[src/rtl/mem_pkg.sv]
// rtl/mem_pkg.sv - shared encodings and helpers for the data-memory access unit
//
// Purpose : request size encodings, FSM state encoding, word geometry and
//           small address helpers used by mem_access_unit and mem_lane_align.
// Ports   : none (package).

package mem_pkg;

  localparam int WORD_BYTES = 4;
  localparam int DATA_BITS  = 32;

  localparam logic [1:0] SIZE_B = 2'd0;
  localparam logic [1:0] SIZE_H = 2'd1;
  localparam logic [1:0] SIZE_W = 2'd2;

  typedef enum logic [1:0] {
    ST_IDLE  = 2'd0,
    ST_READ  = 2'd1,
    ST_WRITE = 2'd2,
    ST_RESP  = 2'd3
  } state_e;

  // The reserved encoding 3 behaves as a word access, so bit 1 alone decides.
  function automatic logic is_word_size(input logic [1:0] size);
    return size[1];
  endfunction

  function automatic logic is_misaligned(input logic [1:0] size, input logic [1:0] off);
    logic mis;
    case (size)
      SIZE_B:  mis = 1'b0;
      SIZE_H:  mis = off[0];
      default: mis = (off != 2'b00);
    endcase
    return mis;
  endfunction

  // Byte offset after forcing the access to its natural alignment.
  function automatic logic [1:0] natural_offset(input logic [1:0] size, input logic [1:0] off);
    logic [1:0] o;
    case (size)
      SIZE_B:  o = off;
      SIZE_H:  o = {off[1], 1'b0};
      default: o = 2'b00;
    endcase
    return o;
  endfunction

endpackage

[src/rtl/mem_lane_align.sv]
// rtl/mem_lane_align.sv - byte/half lane extraction and store merge for one word
//
// Purpose : combinational lane logic. Extracts the addressed byte/half from a
//           memory word with sign or zero extension, and merges right-justified
//           store data into the addressed lane(s) of a memory word.
// Ports   : size_i      access size (SIZE_B/H/W, 3 treated as word)
//           unsigned_i  1 = zero-extend loads, 0 = sign-extend
//           offset_i    byte offset within the word (already naturally aligned)
//           rdata_i     word read from memory
//           wdata_i     right-justified store data
//           load_data_o extended load result
//           merged_o    word to write back (unaddressed bytes from rdata_i)

module mem_lane_align
  import mem_pkg::*;
(
  input  logic [1:0]           size_i,
  input  logic                 unsigned_i,
  input  logic [1:0]           offset_i,
  input  logic [DATA_BITS-1:0] rdata_i,
  input  logic [DATA_BITS-1:0] wdata_i,
  output logic [DATA_BITS-1:0] load_data_o,
  output logic [DATA_BITS-1:0] merged_o
);

  logic [WORD_BYTES-1:0] byte_mask;
  logic [DATA_BITS-1:0]  wdata_rep;
  logic [7:0]            byte_sel;
  logic [15:0]           half_sel;

  // Store side: replicate the source lane across the word, then let the byte
  // mask pick which copies replace the read word.
  always_comb begin
    byte_mask = 4'b1111;
    wdata_rep = wdata_i;
    case (size_i)
      SIZE_B: begin
        byte_mask = 4'b0001 << offset_i;
        wdata_rep = {4{wdata_i[7:0]}};
      end
      SIZE_H: begin
        byte_mask = offset_i[1] ? 4'b1100 : 4'b0011;
        wdata_rep = {2{wdata_i[15:0]}};
      end
      default: begin
        byte_mask = 4'b1111;
        wdata_rep = wdata_i;
      end
    endcase
    merged_o = rdata_i;
    for (int i = 0; i < WORD_BYTES; i++) begin
      if (byte_mask[i]) begin
        merged_o[i*8 +: 8] = wdata_rep[i*8 +: 8];
      end
    end
  end

  // Load side: little-endian, byte 0 lives in bits [7:0].
  always_comb begin
    case (offset_i)
      2'd0:    byte_sel = rdata_i[7:0];
      2'd1:    byte_sel = rdata_i[15:8];
      2'd2:    byte_sel = rdata_i[23:16];
      default: byte_sel = rdata_i[31:24];
    endcase
    half_sel = offset_i[1] ? rdata_i[31:16] : rdata_i[15:0];
    case (size_i)
      SIZE_B:  load_data_o = unsigned_i ? {24'd0, byte_sel} : {{24{byte_sel[7]}}, byte_sel};
      SIZE_H:  load_data_o = unsigned_i ? {16'd0, half_sel} : {{16{half_sel[15]}}, half_sel};
      default: load_data_o = rdata_i;
    endcase
  end

endmodule

[src/rtl/mem_access_unit.sv]
// rtl/mem_access_unit.sv - load/store initiator for a word-wide magic memory
//
// Purpose : accepts byte/half/word loads and stores, word-aligns the memory
//           address, performs read-modify-write for sub-word stores and
//           returns sign/zero-extended load data. One request at a time.
// Config  : MEM_ACCESS_MISALIGN_CHECK_EN - when defined, misaligned halves and
//           words complete immediately with resp_err_o=1 and no memory access.
//           When undefined, resp_err_o is 0 and such requests are forced to
//           natural alignment and processed normally.
// Ports   : clk_i, rst_ni          clock, asynchronous active-low reset
//           req_valid_i/req_ready_o request handshake (ready only in IDLE)
//           req_we_i, req_size_i, req_unsigned_i, req_addr_i, req_wdata_i
//                                   request fields, latched on accept
//           resp_valid_o, resp_rdata_o, resp_err_o
//                                   one-cycle completion pulse and its data
//           mem_addr_o, mem_write_data_o, mem_weMem_o, mem_read_data_i
//                                   memory word port (read is combinational)

module mem_access_unit
  import mem_pkg::*;
#(
  parameter int ADDR_W = 32,
  parameter int DATA_W = 32
) (
  input  logic              clk_i,
  input  logic              rst_ni,
  input  logic              req_valid_i,
  output logic              req_ready_o,
  input  logic              req_we_i,
  input  logic [1:0]        req_size_i,
  input  logic              req_unsigned_i,
  input  logic [ADDR_W-1:0] req_addr_i,
  input  logic [DATA_W-1:0] req_wdata_i,
  output logic              resp_valid_o,
  output logic [DATA_W-1:0] resp_rdata_o,
  output logic              resp_err_o,
  output logic [ADDR_W-1:0] mem_addr_o,
  output logic [DATA_W-1:0] mem_write_data_o,
  output logic              mem_weMem_o,
  input  logic [DATA_W-1:0] mem_read_data_i
);

  state_e state_q, state_d;

  logic              we_q;
  logic [1:0]        size_q;
  logic              uns_q;
  logic [ADDR_W-1:0] addr_q;
  logic [DATA_W-1:0] wdata_q;
  logic              err_q;
  logic [DATA_W-1:0] word_q;

  logic              accept;
  logic              mis_w;
  logic [ADDR_W-1:0] addr_in;
  logic [DATA_W-1:0] load_data;
  logic [DATA_W-1:0] merged;

  assign accept = req_valid_i && (state_q == ST_IDLE);

`ifdef MEM_ACCESS_MISALIGN_CHECK_EN
  assign mis_w = is_misaligned(req_size_i, req_addr_i[1:0]);
`else
  assign mis_w = 1'b0;
`endif

  // Low bits are forced to natural alignment unconditionally; with the check
  // enabled a misaligned request never touches memory, so this is harmless.
  assign addr_in = {req_addr_i[ADDR_W-1:2], natural_offset(req_size_i, req_addr_i[1:0])};

  mem_lane_align u_lane (
    .size_i      (size_q),
    .unsigned_i  (uns_q),
    .offset_i    (addr_q[1:0]),
    .rdata_i     (word_q),
    .wdata_i     (wdata_q),
    .load_data_o (load_data),
    .merged_o    (merged)
  );

  // State register
  always_ff @(posedge clk_i or negedge rst_ni) begin
    if (!rst_ni) begin
      state_q <= ST_IDLE;
    end else begin
      state_q <= state_d;
    end
  end

  // Next-state logic
  always_comb begin
    state_d = state_q;
    case (state_q)
      ST_IDLE: begin
        if (accept) begin
          if (mis_w)                           state_d = ST_RESP;
          else if (!req_we_i)                  state_d = ST_READ;
          else if (is_word_size(req_size_i))   state_d = ST_WRITE;
          else                                 state_d = ST_READ;
        end
      end
      ST_READ:  state_d = we_q ? ST_WRITE : ST_RESP;
      ST_WRITE: state_d = ST_RESP;
      default:  state_d = ST_IDLE;
    endcase
  end

  // Request latch and read-word capture
  always_ff @(posedge clk_i or negedge rst_ni) begin
    if (!rst_ni) begin
      we_q    <= 1'b0;
      size_q  <= SIZE_B;
      uns_q   <= 1'b0;
      addr_q  <= '0;
      wdata_q <= '0;
      err_q   <= 1'b0;
      word_q  <= '0;
    end else begin
      if (accept) begin
        we_q    <= req_we_i;
        size_q  <= req_size_i;
        uns_q   <= req_unsigned_i;
        addr_q  <= addr_in;
        wdata_q <= req_wdata_i;
        err_q   <= mis_w;
      end
      if (state_q == ST_READ) begin
        word_q <= mem_read_data_i;
      end
    end
  end

  // Outputs decode purely from state, so reset drops mem_weMem_o at once.
  always_comb begin
    req_ready_o      = 1'b0;
    resp_valid_o     = 1'b0;
    resp_rdata_o     = '0;
    resp_err_o       = 1'b0;
    mem_addr_o       = '0;
    mem_write_data_o = '0;
    mem_weMem_o      = 1'b0;
    case (state_q)
      ST_IDLE: req_ready_o = 1'b1;
      ST_READ: mem_addr_o  = {addr_q[ADDR_W-1:2], 2'b00};
      ST_WRITE: begin
        mem_addr_o       = {addr_q[ADDR_W-1:2], 2'b00};
        mem_write_data_o = merged;
        mem_weMem_o      = 1'b1;
      end
      default: begin
        resp_valid_o = 1'b1;
        resp_err_o   = err_q;
        resp_rdata_o = (!we_q && !err_q) ? load_data : '0;
      end
    endcase
  end

endmodule

[config.mk]
export PLATFORM = sky130hd
export DESIGN_NAME = mem_access_unit
export DESIGN_NICKNAME = d
export VERILOG_FILES = /design/src/rtl/mem_pkg.sv /design/src/rtl/mem_lane_align.sv /design/src/rtl/mem_access_unit.sv
export SDC_FILE = /design/constraint.sdc
export NUM_CORES = 1
export LEC_CHECK = 0
export BUFFER_PORTS_ARGS = -buffer_cell sky130_fd_sc_hd__buf_2
export CORE_MARGIN = 3
export CORE_UTILIZATION = 50
export DETAILED_ROUTE_END_ITERATION = 12
export GPL_TIMING_DRIVEN = 0
export PLACE_DENSITY = 0.8
export SLEW_MARGIN = 15
export SYNTH_ARGS = -nofsm -noshare
export SYNTH_HDL_FRONTEND = slang
export SYNTH_SLANG_ARGS = --single-unit
export TNS_END_PERCENT = 50
[constraint.sdc]
create_clock -name clk_i -period 2.08 [get_ports clk_i]
set_input_delay 0.416 -clock clk_i [delete_from_list [all_inputs] [get_ports clk_i]]
set_output_delay 0.416 -clock clk_i [all_outputs]
set_load 0.02 [all_outputs]
==> flow_summary.ini, run 1 <==
[run_status]
violated_checks = negative setup slack
run_status = finished, violations left

[drt]
route.final.wire_length_microns = 19900
drc = 0
vias_per_cell = 6.02
dr_total_vias = 5463
drt_pass1_iterations = 6
route.detailed.wl_per_inst_microns = 21.9
ant_nets = 0
detailedRoute.firstIterationViolations = 604

[grt]
grt_pass1_wl_microns = 29700
grt_remaining_overflow = 0
first_global_vias = 5513
groute.usage.overall_pct = 30.1
antenna_found_initial = 0
largest_net_degree_at_the_start_of_global_routing = 57

[worst_setup_path]
worst_r2r_path_depth = 6
startpoint = addr_q[1]$_DFFE_PN0P_
timing.critical_path.required_ns = 1.66
cp_data_arrival_time_ns = 2.13
reg2reg_from = state_q[0]$_DFFE_PN0P_
critical_path_class = reg -> out
maximum_fanout_count_along_the_critical_path = 10
worstSetupEndpointType = primary output
setup.worst_path.start_class = flip-flop

[clock_tree]
cts_made_buffers = 9
cts_tree = done
clock_tree_buf_depth = 2
insertion_delay_to_the_later_sink_of_the_worst_skew_pair_ns = 0.36
clockRootBuffer = sky130_fd_sc_hd__clkbuf_16
htree_levels = 3
cts.sink_count = 102
clk_pin_slew_ns = 0.07

[sta]
worst_slack_ns = -0.464
setup_violations = 64
worst_clock_skew_ns = 0.00469
maxSlewHeadroom_pct = 60.4
share_of_the_clock_period_used_by_the_worst_path_pct = 122
final_max_slew_viol_count = 0
layout_min_cycle_time_ns = 2.54
grt_setup_unrepaired = yes
worst_pin_slew_ns = 0.594
timing_hold_violations_final = 0
totalNegativeSetupSlack_ns = -19.99
achievable-frequency_ghz = 0.393

[yosys]
postSynthAreaPerCell_sq_um = 10.5
ys_seq_elements = 102
synth_xor_area_share_pct = 0
yosys-top-cells-area = sky130_fd_sc_hd__dfrtp_1, sky130_fd_sc_hd__mux2_2, sky130_fd_sc_hd__and2_1
synth-async-reset-ratio_pct = 100
synth_top_area_cell = sky130_fd_sc_hd__dfrtp_1
yosys.area_share.simple_pct = 11.5
synth_edf_count = 0
ys_top_cells_by_count = sky130_fd_sc_hd__dfrtp_1, sky130_fd_sc_hd__mux2_2, sky130_fd_sc_hd__nand2_1
synth_fa_ha_area_share_pct = 0.887
count_of_synthesis_stage_warnings_from_yosys = 0
share_of_the_synthesized_area_in_compound_gates_ao_oa_aoi_oai_pct = 15.9
proportion_of_synthesized_area_in_mux_cells_pct = 21.4
post-synth-top-area-fraction_pct = 45.2
syn-instance-count = 538
synth_top_family_by_area = multiplexers
dominantRegCellSynth = sky130_fd_sc_hd__dfrtp_1
post_synth_num_cell_types = 39
synth_most_common_cell = sky130_fd_sc_hd__dfrtp_1
mappedNetlistArea_sq_mm = 0.00564
sequential_to_total_area_share_from_yosys_stat_pct = 45.2

[pwr]
cellPowerDensity_mw_per_mm2 = 1910
power_leakage_nw = 4.02
design_power_total_mw = 15.6
max-vdd-ir-drop_v = 0.000987

[hold_path]
hold_path_depth = 3
type_of_the_worst_min_delay_path = in -> reg
min_from = mem_read_data_i[16]

[placement]
dpl_cell_area_sq_mm = 0.00690
io_buffers = 199
post-dp-hpwl_microns = 13900
placed_cells = 880
gp_congestion = 0.974

[floorplan]
core_area_sq_mm = 0.0109
die_h_microns = 112
initial_utilization_pct = 51.6
die_width_microns = 112
die_footprint_sq_mm = 0.0126
ios = 203
core.rowCount = 38

[layout]
n_antenna_cell = 0
filler_cells = 740
final_nets = 871
final_design_area_no_fill_sq_mm = 0.00816
area.growth.synth_to_final_pct = 44.6
layoutNonFillerInstCount = 908
post_route_cells_drive_above_1_share_pct = 56.4

[flow_run]
cap_viol_max_count = 0
[critical path: stages (launching register included)]
cell                       delay [ns]
sky130_fd_sc_hd__dfrtp_1         0.41
sky130_fd_sc_hd__buf_6           0.15
sky130_fd_sc_hd__mux2_4          0.30
sky130_fd_sc_hd__a222oi_1        0.25
sky130_fd_sc_hd__o31a_2          0.26
sky130_fd_sc_hd__buf_8           0.17
sky130_fd_sc_hd__a21oi_2         0.05
sky130_fd_sc_hd__buf_2           0.17
[worst paths after layout]
check | slack [ns] | endpoint
setup / recovery | -0.46 | resp_rdata_o[23]
hold / removal | 0.27 | word_q[16]$_DFFE_PN0N_
setup reg to reg | 0.10 | wdata_q[26]$_DFFE_PN0P_
hold reg to reg | 0.50 | addr_q[16]$_DFFE_PN0P_
max in group asynchronous | 0.88 | addr_q[0]$_DFFE_PN0P_
min in group asynchronous | 0.55 | word_q[19]$_DFFE_PN0N_
[cell families after synthesis]
logic type	Yosys count
buffers and inverters	70
AND/OR/NAND/NOR	125
other	1
multiplexers	109
flip-flops	102
adder cells (fa/ha/maj)	4
AO/OA/AOI/OAI	127
[sequential cells by signal, summed over array words and instances, names as in the netlist]
name and count:
state_q 2, uns_q 1, size_q 2, addr_q 32
wdata_q 32, we_q 1, word_q 32
[area by class of cell]
| cell class | count | area [sq um] | area share (%) |
|---|---|---|---|
| Sequential cell | 102 | 2560 | 31.3 |
| Tap cell | 140 | 175 | 2.15 |
| Multi-Input combinational cell | 368 | 3190 | 39.0 |
| Buffer | 41 | 380 | 4.66 |
| Clock buffer | 9 | 225 | 2.76 |
| Clock inverter | 6 | 70.1 | 0.858 |
| Inverter | 21 | 96.3 | 1.18 |
| Timing Repair Buffer | 221 | 1470 | 18.0 |
[metal layers]
metal	wire length (microns)	up-vias	global-route usage (%)
met5	0	-	0
met4	715	0	11.9
met3	1930	61	5.93
met2	9910	371	49.0
met1	7310	2660	39.8
li1	-	2371	-
[stage by stage]
stage / worst slack, ns / hold slack [ns] / utilization, %
floorplan: -0.0108 / 0.120 / -
global placement: -0.415 / 0.479 / 62.8
detailed placement: -0.491 / 0.371 / 63.1
CTS: -0.452 / 0.259 / 70.3
global route: -0.533 / 0.276 / 74.6
finish: -0.464 / 0.265 / 74.6
[timing repair]
item | 4_1_cts | 5_1_grt
pin swaps | 14 | 14
endpoints found under the hold margin | 7 | 0
resized for setup | 135 | 136
buffers inserted | 10 | 8
setup endpoints to repair | 94 | 120
cloned | 3 | 0
hold buffers | 1 | 0
[power breakdown]
group | total [mW] | internal (mW) | switching (mW)
clock network | 1.72 | 0.937 | 0.788
registers | 4.15 | 3.01 | 1.14
logic | 9.72 | 4.66 | 5.05
[cell usage in the layout, fill, tap and decap left out, drive strengths merged, types with 2 or more instances in the layout]
cell,count
a221oi,7
and3,7
nand2b,11
a2bb2oi,7
dfrtp,102
ha,4
nor2,11
o31a,2
clkbuf,23
o211a,16
a22o,10
conb,3
o21ai,35
mux2i,17
a21oi,26
a21o,2
nand2,37
nand3,8
buf,247
a222oi,9
mux2,92
clkinvlp,2
and2,34
inv,22
a21boi,2
nor3,3
a22oi,7
o22ai,2
clkinv,2
nor2b,11
Power figures use the tool's default switching activity.
==> run 2, diff against run 1 <==
--- a/config.mk
+++ b/config.mk
@@ -5,6 +5,7 @@
 export SDC_FILE = /design/constraint.sdc
 export NUM_CORES = 1
 export LEC_CHECK = 0
+export ABC_AREA = 1
 export BUFFER_PORTS_ARGS = -buffer_cell sky130_fd_sc_hd__buf_2
 export CORE_MARGIN = 3
 export CORE_UTILIZATION = 50
==> run 2 against run 1 <==
Compared with the run above:
- setup slack better by 0.059 ns
- maximum frequency grew 2.4%
- die area is 0.11% higher
- critical endpoint unchanged
- synthesized area up 0.11%
- register-to-register slack got worse by 0.14 ns
- design area grew 7.2%
- critical path type unchanged
- sequential share of layout area shrank 2.1 points
- highest routed layer unchanged
- global-route usage up 1.7 points
- core utilization is 5.4 points higher
- synthesized cell count grew 49%
- the run ends with design-rule violations, negative setup slack left
- sequential power is 4% lower
==> flow_summary.ini, run 2 <==
[worst_setup_path]
r2r_setup_slack_ns = -0.04
setup.worst_path.start_class = flip-flop
worstPathCellList = buf_6, nand2_1, o21ai_0, a21oi_1, nand2_4, nand3_4, buf_12, nor2_4, buf_6
timing.critical_path.slowest_cell_delay_ns = 0.41
worstSetupEndpointType = primary output
path_buf_inv = 3
worst-path-stages = 9
timing.critical_path.required_ns = 1.66
startpoint = addr_q[1]$_DFFE_PN0P_
reg2reg_from = state_q[1]$_DFFE_PN0P_
maximum_fanout_count_along_the_critical_path = 7
critical_path.endpoint = resp_rdata_o[23]
cp_data_arrival_time_ns = 2.07
worst_path_most_repeated_cell = sky130_fd_sc_hd__buf_6
crit_path_top_delay_cell = sky130_fd_sc_hd__dfrtp_1
worst_r2r_path_depth = 6
cpLargestDelayFamily = buffers and inverters
critical_path_class = reg -> out
rr_endpoint = word_q[19]$_DFFE_PN0N_

[grt]
first_global_vias = 6229
groute.usage.overall_pct = 31.8
grt_pass1_wl_microns = 32000
largest_net_degree_at_the_start_of_global_routing = 53
grt_remaining_overflow = 0
antenna_found_initial = 0

[sta]
achievable-frequency_ghz = 0.402
whs_ns = 0.00697
totalNegativeSetupSlack_ns = -18.86
worst_clock_skew_ns = 0.0103
final_max_slew_viol_count = 0
timing_hold_violations_final = 0
worst_slack_ns = -0.405
worst_pin_slew_ns = 0.544
setup_violations = 77
maxSlewHeadroom_pct = 63.7
layout_min_cycle_time_ns = 2.49
grt_setup_unrepaired = yes
share_of_the_clock_period_used_by_the_worst_path_pct = 119

[yosys]
mappedNetlistArea_sq_mm = 0.00565
count_of_synthesis_stage_warnings_from_yosys = 0
synth_top_family_by_area = simple AND/OR/NAND/NOR gates
postSynthAreaPerCell_sq_um = 7.06
post-synth-top-area-fraction_pct = 45.2
ys_top_cells_by_count = sky130_fd_sc_hd__nand2_1, sky130_fd_sc_hd__dfrtp_1, sky130_fd_sc_hd__nor2_1
share_of_the_synthesized_area_in_compound_gates_ao_oa_aoi_oai_pct = 10.7
synth_fa_ha_area_share_pct = 0.886
syn-instance-count = 800
synth_xor_area_share_pct = 0
synth-async-reset-ratio_pct = 100
synth_most_common_cell = sky130_fd_sc_hd__nand2_1
post_synth_num_cell_types = 34
synth_edf_count = 0
yosys.area_share.simple_pct = 32.6
dominantRegCellSynth = sky130_fd_sc_hd__dfrtp_1
proportion_of_synthesized_area_in_mux_cells_pct = 1.79
ys_seq_elements = 102
yosys-top-cells-area = sky130_fd_sc_hd__dfrtp_1, sky130_fd_sc_hd__nand2_1, sky130_fd_sc_hd__nor2_1
sequential_to_total_area_share_from_yosys_stat_pct = 45.2
synth_top_area_cell = sky130_fd_sc_hd__dfrtp_1

[floorplan]
die_h_microns = 112
initial_utilization_pct = 51.7
die_footprint_sq_mm = 0.0126
core_area_sq_mm = 0.0109
die_width_microns = 112
ios = 203
core.rowCount = 38

[drt]
detailedRoute.firstIterationViolations = 913
drt_pass1_iterations = 10
route.final.wire_length_microns = 23100
drc = 2
dr_total_vias = 6935
route.detailed.wl_per_inst_microns = 19.1
ant_nets = 0
vias_per_cell = 5.74

[layout]
final_nets = 1169
reg.largest.list = addr_q: 32 flops, wdata_q: 32 flops, word_q: 32 flops
most-common-layout-cells = sky130_fd_sc_hd__nand2_1, sky130_fd_sc_hd__buf_2, sky130_fd_sc_hd__dfrtp_1
most_frequent_standard_cell_in_the_layout_excluding_fill_and_tap_cells = sky130_fd_sc_hd__nand2_1
filler_cells = 657
area.growth.synth_to_final_pct = 54.9
post_route_cells_drive_above_1_share_pct = 39.6
layout.area.seq_sq_mm = 0.00256
multi_input_area_sq_mm = 0.00320
final_design_area_no_fill_sq_mm = 0.00875

[placement]
gp_congestion = 0.955
io_buffers = 199
post-dp-hpwl_microns = 13300
dpl_cell_area_sq_mm = 0.00691

[clock_tree]
htree_levels = 3
clock_tree_buf_depth = 2
cts.sink_count = 102
cts_tree = done
cts_made_buffers = 9
clockRootBuffer = sky130_fd_sc_hd__clkbuf_16
insertion_delay_to_the_later_sink_of_the_worst_skew_pair_ns = 0.35
clk_pin_slew_ns = 0.07

[run_status]
run_status = finished, violations left
violated_checks = design-rule violations, negative setup slack

[pwr]
max-vdd-ir-drop_v = 0.00102
design_power_total_mw = 16.1
power_leakage_nw = 4.67
cellPowerDensity_mw_per_mm2 = 1840

[flow_run]
cap_viol_max_count = 0

[hold_path]
type_of_the_worst_min_delay_path = in -> async
-- run 2: changes by cell type after synthesis, sizes merged, moves of 11 or more --
cell    delta
and2      -34
nand2b    -11
inv       +59
nor2      +90
nor2b     -11
o21ai     +28
o22ai     +13
o211a     -16
nand2    +303
mux2i     -17
mux2      -83
-- run 2: how the worst min path moves through the flow --
| stage | endpoint | slack (ns) | depth (start not counted) |
|---|---|---|---|
| floorplan | addr_q[0]$_DFFE_PN0P_ | 0.12 | 0 |
| global placement | addr_q[14]$_DFFE_PN0P_ | 0.46 | 2 |
| detailed placement | addr_q[15]$_DFFE_PN0P_ | 0.40 | 1 |
| CTS | addr_q[14]$_DFFE_PN0P_ | 0.03 | 1 |
| global route | addr_q[14]$_DFFE_PN0P_ | 0.05 | 1 |
| finish | addr_q[15]$_DFFE_PN0P_ | 0.007 | 1 |
-- run 2: cells by family (layout without fill, tap and decap cells) --
logic type | after synthesis | count (layout)
other | 1 | 5
adders and majority gates | 4 | 4
DFF | 102 | 102
AOI/OAI and AO/OA | 110 | 110
muxes | 9 | 9
and+or+nand+nor | 454 | 455
buffers and inverters | 120 | 384
-- run 2: layer usage --
layer | wire length (microns) | track usage [%] | vias to the layer above
met2 | 10600 | 52.1 | 611
met3 | 2740 | 7.28 | 180
met4 | 1630 | 15.6 | 0
met1 | 8130 | 39.7 | 3133
li1 | - | - | 3011
met5 | 0 | 0 | -
-- run 2: stage by stage --
step / worst slack [ns] / instances / utilization (%)
2_1_floorplan: 0.0487 / 802 / -
3_3_place_gp: -0.483 / 1141 / 62.9
3_5_place_dp: -0.135 / 1142 / 63.2
4_1_cts: -0.236 / 1185 / 75.4
5_1_grt: -0.418 / 1207 / 80.0
6_report: -0.405 / 1209 / 80.0
-- run 2: final cells by class --
| type | instances | share of cell area (%) |
|---|---|---|
| multi-input combinational | 581 | 36.5 |
| sequential | 102 | 29.2 |
| timing repair buffer | 248 | 21.2 |
| inverter | 80 | 3.82 |
| buffer | 40 | 3.30 |
| clock buffer | 10 | 2.73 |
| tap | 140 | 2.00 |
| clock inverter | 6 | 1.14 |
| antenna | 2 | 0.0572 |
-- run 2: report_power, final --
part           switching (mW)  leakage (nW)  internal (mW)
Clock                   0.818         0.167           1.11
Sequential               1.03          1.26           2.95
Combinational            6.18          3.25           3.98
-- run 2: timing repair --
action	4_1_cts	5_1_grt
setup buffers	24	22
setup endpoints to repair	94	94
resized for setup	238	106
hold buffers	0	0
pin swaps	36	8
cloned	3	1
-- run 2: worst register-to-register path: cells and delay by family, from the launching register on --
kind	cells	cell delay, ns
adder cells (fa/ha/maj)	1	0.19
buffers and inverters	4	0.96
flip-flops	1	0.44
multiplexers	1	0.41
